File: src/rtl/stage_mem_pkg.sv
// Shared CPU definitions for the MEM stage: memory-op codes, stage states, widths.
package cpu_defines;

    localparam int unsigned XLEN   = 32;
    localparam int unsigned REG_AW = 5;

    typedef enum logic [3:0] {
        OP_NONE = 4'd0,
        OP_LB   = 4'd1,
        OP_LBU  = 4'd2,
        OP_LH   = 4'd3,
        OP_LHU  = 4'd4,
        OP_LW   = 4'd5,
        OP_SB   = 4'd6,
        OP_SH   = 4'd7,
        OP_SW   = 4'd8
    } mem_op_e;

    typedef enum logic {
        ST_IDLE = 1'b0,
        ST_BUSY = 1'b1
    } mem_state_e;

    function automatic logic is_mem_op(input mem_op_e op);
        return op inside {OP_LB, OP_LBU, OP_LH, OP_LHU, OP_LW, OP_SB, OP_SH, OP_SW};
    endfunction

    function automatic logic is_store(input mem_op_e op);
        return op inside {OP_SB, OP_SH, OP_SW};
    endfunction

    function automatic logic is_misaligned(input mem_op_e op, input logic [1:0] offset);
        case (op)
            OP_LH, OP_LHU, OP_SH: return offset[0];
            OP_LW, OP_SW:         return |offset;
            default:              return 1'b0;
        endcase
    endfunction

endpackage

File: src/rtl/stage_mem_align.sv
// Big-endian lane steering: store byte enables/replication and load extraction/extension.
module mem_align
    import cpu_defines::*;
(
    input  mem_op_e           i_op,
    input  logic [1:0]        i_offset,
    input  logic [XLEN-1:0]   i_store_data,
    input  logic [XLEN-1:0]   i_read_data,
    output logic [3:0]        o_byte_select,
    output logic [XLEN-1:0]   o_store_data,
    output logic [XLEN-1:0]   o_load_data
);

    logic [7:0]  w_byte;
    logic [15:0] w_half;

    // Offset 0 is the most significant lane.
    always_comb begin
        w_byte = '0;
        case (i_offset)
            2'd0: w_byte = i_read_data[31:24];
            2'd1: w_byte = i_read_data[23:16];
            2'd2: w_byte = i_read_data[15:8];
            2'd3: w_byte = i_read_data[7:0];
            default: w_byte = '0;
        endcase
        w_half = i_offset[1] ? i_read_data[15:0] : i_read_data[31:16];
    end

    always_comb begin
        o_byte_select = '0;
        o_store_data  = '0;
        o_load_data   = '0;
        case (i_op)
            OP_LB, OP_LBU, OP_SB: o_byte_select = 4'b1000 >> i_offset;
            OP_LH, OP_LHU, OP_SH: o_byte_select = i_offset[1] ? 4'b0011 : 4'b1100;
            OP_LW, OP_SW:         o_byte_select = 4'b1111;
            default:              o_byte_select = '0;
        endcase
        case (i_op)
            OP_SB:   o_store_data = {4{i_store_data[7:0]}};
            OP_SH:   o_store_data = {2{i_store_data[15:0]}};
            OP_SW:   o_store_data = i_store_data;
            default: o_store_data = '0;
        endcase
        case (i_op)
            OP_LB:   o_load_data = {{24{w_byte[7]}}, w_byte};
            OP_LBU:  o_load_data = {24'd0, w_byte};
            OP_LH:   o_load_data = {{16{w_half[15]}}, w_half};
            OP_LHU:  o_load_data = {16'd0, w_half};
            OP_LW:   o_load_data = i_read_data;
            default: o_load_data = '0;
        endcase
    end

endmodule

File: src/rtl/stage_mem.sv
// MEM pipeline stage: req/ack bus loads/stores with pipeline stall and registered WB fields.
// Optional bus-timeout abort is enabled with `define MEM_TIMEOUT_EN.
module stage_mem
  import cpu_defines::*;
#(
  parameter int unsigned TIMEOUT_CYCLES = 255
)
(
  input  logic                clock,
  input  logic                reset,
  input  logic                mem_register_write_enable,
  input  logic [REG_AW-1:0]   mem_register_write_address,
  input  logic [XLEN-1:0]     mem_register_write_data,
  input  logic [3:0]          mem_memory_operation,
  input  logic [XLEN-1:0]     mem_memory_address,
  input  logic [XLEN-1:0]     mem_memory_store_data,
  output logic                bus_request,
  output logic                bus_write,
  output logic [XLEN-1:0]     bus_address,
  output logic [3:0]          bus_byte_select,
  output logic [XLEN-1:0]     bus_write_data,
  input  logic [XLEN-1:0]     bus_read_data,
  input  logic                bus_ack,
  output logic                stall,
  output logic                wb_register_write_enable,
  output logic [REG_AW-1:0]   wb_register_write_address,
  output logic [XLEN-1:0]     wb_register_write_data,
  output logic                exception_address_error,
  output logic                exception_bus_error
);

  mem_state_e          r_state;
  logic                r_req;
  logic                r_we;
  logic [XLEN-1:0]     r_addr;
  logic [3:0]          r_be;
  logic [XLEN-1:0]     r_wdata;
  logic                r_wb_en;
  logic [REG_AW-1:0]   r_wb_addr;
  logic [XLEN-1:0]     r_wb_data;
  logic                r_addr_err;
  logic                r_bus_err;

  mem_op_e             w_op;
  logic                w_is_mem;
  logic                w_misaligned;
  logic                w_start;
  logic                w_timeout;
  logic [3:0]          w_be;
  logic [XLEN-1:0]     w_store_data;
  logic [XLEN-1:0]     w_load_data;

  assign w_op         = mem_op_e'(mem_memory_operation);
  assign w_is_mem     = is_mem_op(w_op);
  assign w_misaligned = is_misaligned(w_op, mem_memory_address[1:0]);
  assign w_start      = (r_state == ST_IDLE) && w_is_mem && !w_misaligned;

  mem_align u_align (
    .i_op          (w_op),
    .i_offset      (mem_memory_address[1:0]),
    .i_store_data  (mem_memory_store_data),
    .i_read_data   (bus_read_data),
    .o_byte_select (w_be),
    .o_store_data  (w_store_data),
    .o_load_data   (w_load_data)
  );

`ifdef MEM_TIMEOUT_EN
  logic [15:0] r_cnt;

  // Counter holds the number of ack-less BUSY cycles already completed.
  assign w_timeout = (r_state == ST_BUSY) && !bus_ack
                     && (r_cnt == 16'(TIMEOUT_CYCLES - 1));

  always_ff @(posedge clock or negedge reset) begin
    if (!reset) begin
      r_cnt <= '0;
    end else if (w_start) begin
      r_cnt <= '0;
    end else if ((r_state == ST_BUSY) && !bus_ack) begin
      r_cnt <= r_cnt + 16'd1;
    end
  end
`else
  assign w_timeout = 1'b0;
`endif

  // Gated by reset so an abandoned access releases the pipeline immediately.
  assign stall = reset && (w_start
                 || ((r_state == ST_BUSY) && !bus_ack && !w_timeout));

  always_ff @(posedge clock or negedge reset) begin
    if (!reset) begin
      r_state    <= ST_IDLE;
      r_req      <= 1'b0;
      r_we       <= 1'b0;
      r_addr     <= '0;
      r_be       <= '0;
      r_wdata    <= '0;
      r_wb_en    <= 1'b0;
      r_wb_addr  <= '0;
      r_wb_data  <= '0;
      r_addr_err <= 1'b0;
      r_bus_err  <= 1'b0;
    end else begin
      r_addr_err <= 1'b0;
      r_bus_err  <= 1'b0;
      case (r_state)
        ST_IDLE: begin
          if (!w_is_mem) begin
            r_wb_en   <= mem_register_write_enable;
            r_wb_addr <= mem_register_write_address;
            r_wb_data <= mem_register_write_data;
          end else if (w_misaligned) begin
            r_wb_en    <= 1'b0;
            r_addr_err <= 1'b1;
          end else begin
            r_state <= ST_BUSY;
            r_req   <= 1'b1;
            r_we    <= is_store(w_op);
            r_addr  <= {mem_memory_address[XLEN-1:2], 2'b00};
            r_be    <= w_be;
            r_wdata <= w_store_data;
            r_wb_en <= 1'b0;
          end
        end
        ST_BUSY: begin
          if (bus_ack) begin
            r_state <= ST_IDLE;
            r_req   <= 1'b0;
            r_we    <= 1'b0;
            if (is_store(w_op)) begin
              r_wb_en <= 1'b0;
            end else begin
              r_wb_en   <= mem_register_write_enable;
              r_wb_addr <= mem_register_write_address;
              r_wb_data <= w_load_data;
            end
          end else if (w_timeout) begin
            r_state   <= ST_IDLE;
            r_req     <= 1'b0;
            r_we      <= 1'b0;
            r_wb_en   <= 1'b0;
            r_bus_err <= 1'b1;
          end else begin
            r_wb_en <= 1'b0;
          end
        end
        default: r_state <= ST_IDLE;
      endcase
    end
  end

  assign bus_request               = r_req;
  assign bus_write                 = r_we;
  assign bus_address               = r_addr;
  assign bus_byte_select           = r_be;
  assign bus_write_data            = r_wdata;
  assign wb_register_write_enable  = r_wb_en;
  assign wb_register_write_address = r_wb_addr;
  assign wb_register_write_data    = r_wb_data;
  assign exception_address_error   = r_addr_err;
  assign exception_bus_error       = r_bus_err;

endmodule

File: config.mk
export PLATFORM = sky130hd
export DESIGN_NAME = stage_mem
export DESIGN_NICKNAME = d
export VERILOG_FILES = /design/src/rtl/stage_mem_pkg.sv /design/src/rtl/stage_mem_align.sv /design/src/rtl/stage_mem.sv
export SDC_FILE = /design/constraint.sdc
export NUM_CORES = 1
export LEC_CHECK = 0
export BUFFER_PORTS_ARGS = -buffer_cell sky130_fd_sc_hd__buf_2
export CORE_MARGIN = 2
export CORE_UTILIZATION = 25
export CTS_CLUSTER_DIAMETER = 30
export DETAILED_ROUTE_END_ITERATION = 10
export PLACE_DENSITY = 0.5
export SLEW_MARGIN = 20
export SYNTH_ARGS = -nofsm -noshare
export SYNTH_HDL_FRONTEND = slang
export SYNTH_SLANG_ARGS = --single-unit
export TNS_END_PERCENT = 20
File: constraint.sdc
create_clock -name clock -period 3.55 [get_ports clock]
set_input_delay 0.71 -clock clock [delete_from_list [all_inputs] [get_ports clock]]
set_output_delay 0.71 -clock clock [all_outputs]
set_load 0.005 [all_outputs]
==> results.sh <==
export IMPL_status="finished clean"
export IMPL_grt_util_all_layers_pct=16.1
export IMPL_crit_buf_inv=2
export IMPL_final_core_util_pct=33.8
export IMPL_tightest_slew_ns=0.749
export IMPL_worst_path_most_repeated_cell="buf_2"
export IMPL_path_clk_slew_ns=0.08
export IMPL_max_stage_delay_ns=0.54
export IMPL_ys_warn_count=0
export IMPL_dieArea_um2=23600
export IMPL_pre_cts_slack_ns=0.372
export IMPL_holdBufCountCts=0
export IMPL_critPathMaxFanout=15
export IMPL_relSlewSlack_pct=50.1
export IMPL_cts_tree="done"
export IMPL_cts_resized=0
export IMPL_synth_edf_count=0
export IMPL_fin_ws_ns=0.375
export IMPL_clk_latency_ns=0.35
export IMPL_fin_skew_ns=0.00775
export IMPL_synth_main_ff_cell="dfrtp_1"
export IMPL_drt_first_pass_iters=6
export IMPL_hold_class="in -> async"
export IMPL_leakagePower_nw=3.72
export IMPL_die_h_um=154
export IMPL_placed_cells_incl_taps=1097
export IMPL_viasPerCell=4.75
export IMPL_setup_viol=0
export IMPL_htree_levels=3
export IMPL_vias=5320
export IMPL_grt_pass1_vias=5057
export IMPL_post_dp_cell_area_um2=7080
export IMPL_drtIter0Drc=484
export IMPL_grt_pass1_wl_mm=29.8
export IMPL_fin_crit_sh_pct=89.4
export IMPL_clock_sinks=108
export IMPL_route_detailed_drc=0
export IMPL_r2r_start="r_state$_DFF_PN0_"
export IMPL_slew_viol_final=0
export IMPL_die_x_um=154
export IMPL_period_minus_slack_ns=3.17
export IMPL_cp_slowest_cell="or4b_1"
export IMPL_wl_per_cell_um=17.5
export IMPL_vdd_drop_max_v=0.000167
export IMPL_required_ns=2.84
export IMPL_postRouteAntennaNets=0
export IMPL_timing_final_hold_violations=0
export IMPL_synth_seq_area_share_pct=48.3
export IMPL_hpwl_mm=14.1
export IMPL_coreArea_um2=21900
export IMPL_avgSynthCellArea_um2=9.23
export IMPL_post_cts_buffers=0
export IMPL_ys_seq_elements=108
export IMPL_final_nets=969
export IMPL_endpoint_kind="output pin"
export IMPL_reg2reg_slack_ns=1.42
export IMPL_cts_buffers=9
export IMPL_finalInstanceArea_um2=7390
export IMPL_initial_core_util_pct=25.6
export IMPL_power_density_nw_per_um2=500
export IMPL_syn_inst=606
export IMPL_cp_cell_sequence="buf_2 > or4b_1 > a211o_1 > a211o_2 > nand2_1 > and2_1 > buf_2"
export IMPL_r2r_end="wb_register_write_data[9]$_DFFE_PN0P_"
export IMPL_critPathKind="in -> out"
export IMPL_io_buffers=248
export IMPL_io_pins=252
export IMPL_clockRootBuffer="clkbuf_16"
export IMPL_fmax_mhz=315
export IMPL_rsz0062_at_grt="false"
export IMPL_finalWeightedCongestion=0.824
export IMPL_async_reset_ff_share_pct=100
export IMPL_instances_no_fill=1119
export IMPL_drive_gt1_share_pct=37.9
export IMPL_clock_path_buffers=2
export IMPL_nFillCells=2361
export IMPL_wl_mm=19.6
export IMPL_antenna_found_initial=7
export IMPL_rows=54
export IMPL_yosys_cell_types_count=51
export IMPL_cp_data_arrival_time_ns=2.46
export IMPL_critPathLaunchType="input pin"
export IMPL_overflow=0
export IMPL_grt_max_degree=69
export IMPL_synthesis_area_um2=5590
export IMPL_area_growth_pct=32.1
export IMPL_r2r_cells=3
export IMPL_finalSetupTns_ns=0
export IMPL_cap_violations=0
export IMPL_critPathTopFamily="simple AND/OR/NAND/NOR gates"
[metal layers]
layer	global-route usage [%]	up-vias	part of all wire [%]
met4	7.12	2	2.8
li1	-	2577	-
met2	24.6	165	47
met3	2.62	34	4.4
met1	22.5	2542	46
met5	0	-	0.051
[cells in the mapped netlist, types with 3 or more instances]
| cell | count | share of area (%) |
|---|---|---|
| nand2_1 | 185 | 12 |
| dfrtp_1 | 108 | 48 |
| a22oi_1 | 41 | 5.5 |
| clkbuf_1 | 37 | 2.5 |
| o21ai_0 | 28 | 2.5 |
| mux2_2 | 27 | 5.4 |
| nand2b_1 | 26 | 2.9 |
| o221ai_1 | 23 | 3.6 |
| a221oi_1 | 17 | 2.7 |
| nor2_1 | 14 | 0.94 |
| nand3_1 | 11 | 0.98 |
| nor2b_1 | 11 | 1.2 |
| buf_2 | 8 | 0.72 |
| o31ai_1 | 7 | 0.94 |
| buf_6 | 5 | 1.0 |
| inv_1 | 5 | 0.34 |
| and2_1 | 4 | 0.45 |
| mux2i_1 | 4 | 0.72 |
| a21o_1 | 3 | 0.40 |
| buf_4 | 3 | 0.40 |
| nor3_1 | 3 | 0.27 |
[cells by family after synthesis]
kind of cell	Yosys count	synth area share, %
buffers and inverters	59	5.01
adder cells (fa/ha/maj)	1	0.179
flip-flops	108	48.3
multiplexers	33	6.75
AND/OR/NAND/NOR	262	20.4
XOR/XNOR	1	0.157
AO/OA/AOI/OAI	141	19.1
other	1	0.0670
[cells in the final DEF, fill, tap and decap left out, types with 2 or more instances in the layout]
| cell | n |
|---|---|
| a21o_1 | 3 |
| a21oi_1 | 2 |
| a221oi_1 | 17 |
| a22oi_1 | 41 |
| and2_1 | 4 |
| buf_2 | 247 |
| buf_4 | 15 |
| clkbuf_16 | 9 |
| conb_1 | 3 |
| dfrtp_1 | 108 |
| diode_2 | 6 |
| inv_1 | 5 |
| inv_6 | 3 |
| mux2_2 | 27 |
| mux2i_1 | 4 |
| nand2_1 | 185 |
| nand2b_1 | 26 |
| nand3_1 | 11 |
| nor2_1 | 14 |
| nor2b_1 | 11 |
| nor3_1 | 3 |
| o211ai_1 | 2 |
| o21a_1 | 2 |
| o21ai_0 | 28 |
| o21ai_2 | 2 |
| o21bai_1 | 2 |
| o221ai_1 | 23 |
| o311ai_0 | 2 |
| o31ai_1 | 7 |
[power breakdown]
group          internal (mW)  switching, mW  total, mW
registers               1.49          0.130       1.62
logic                  0.470          0.583       1.05
clock network          0.511          0.511       1.02
total                   2.47           1.22       3.69
[stage by stage]
| stage | power (mW) | hold slack [ns] |
|---|---|---|
| final | 3.69 | 0.140 |
| after global routing | 3.94 | 0.131 |
| after CTS | 3.75 | 0.135 |
| after detailed placement | 2.71 | 0.452 |
| after global placement | 2.70 | 0.447 |
| after floorplan | 2.17 | 0.414 |
[worst register-to-register path: stages (launching register included)]
cell	delay, ns
dfrtp_1	0.49
nand2_1	0.19
or4b_2	1.00
o221ai_1	0.34
[sequential cells by signal, indices dropped and copies added (netlist names)]
name                       count
r_state                        1
bus_write                      1
wb_register_write_address      5
bus_request                    1
bus_address                   30
bus_byte_select                4
wb_register_write_data        32
wb_register_write_enable       1
bus_write_data                32
exception_address_error        1
[layout make-up]
| cell class | count | area (um2) | share of cell area [%] |
|---|---|---|---|
| Antenna cell | 6 | 15.0 | 0.203 |
| Inverter | 5 | 18.8 | 0.254 |
| Clock buffer | 10 | 239 | 3.23 |
| Tap cell | 280 | 350 | 4.74 |
| Clock inverter | 6 | 56.3 | 0.762 |
| Sequential cell | 108 | 2700 | 36.6 |
| Multi-Input combinational cell | 441 | 2640 | 35.7 |
| Timing Repair Buffer | 263 | 1370 | 18.5 |
[how the worst max path moves through the flow]
stage / from / to / slack [ns] / depth (start not counted)
2_1_floorplan: mem_memory_operation[1] / stall / 0.41 / 8
3_3_place_gp: mem_memory_operation[2] / stall / 0.38 / 7
3_5_place_dp: mem_memory_operation[2] / stall / 0.37 / 7
4_1_cts: mem_memory_operation[2] / stall / 0.37 / 7
5_1_grt: mem_memory_operation[2] / stall / 0.28 / 7
6_report: mem_memory_operation[2] / stall / 0.38 / 7
No activity file was read; power rests on OpenSTA's default activity.
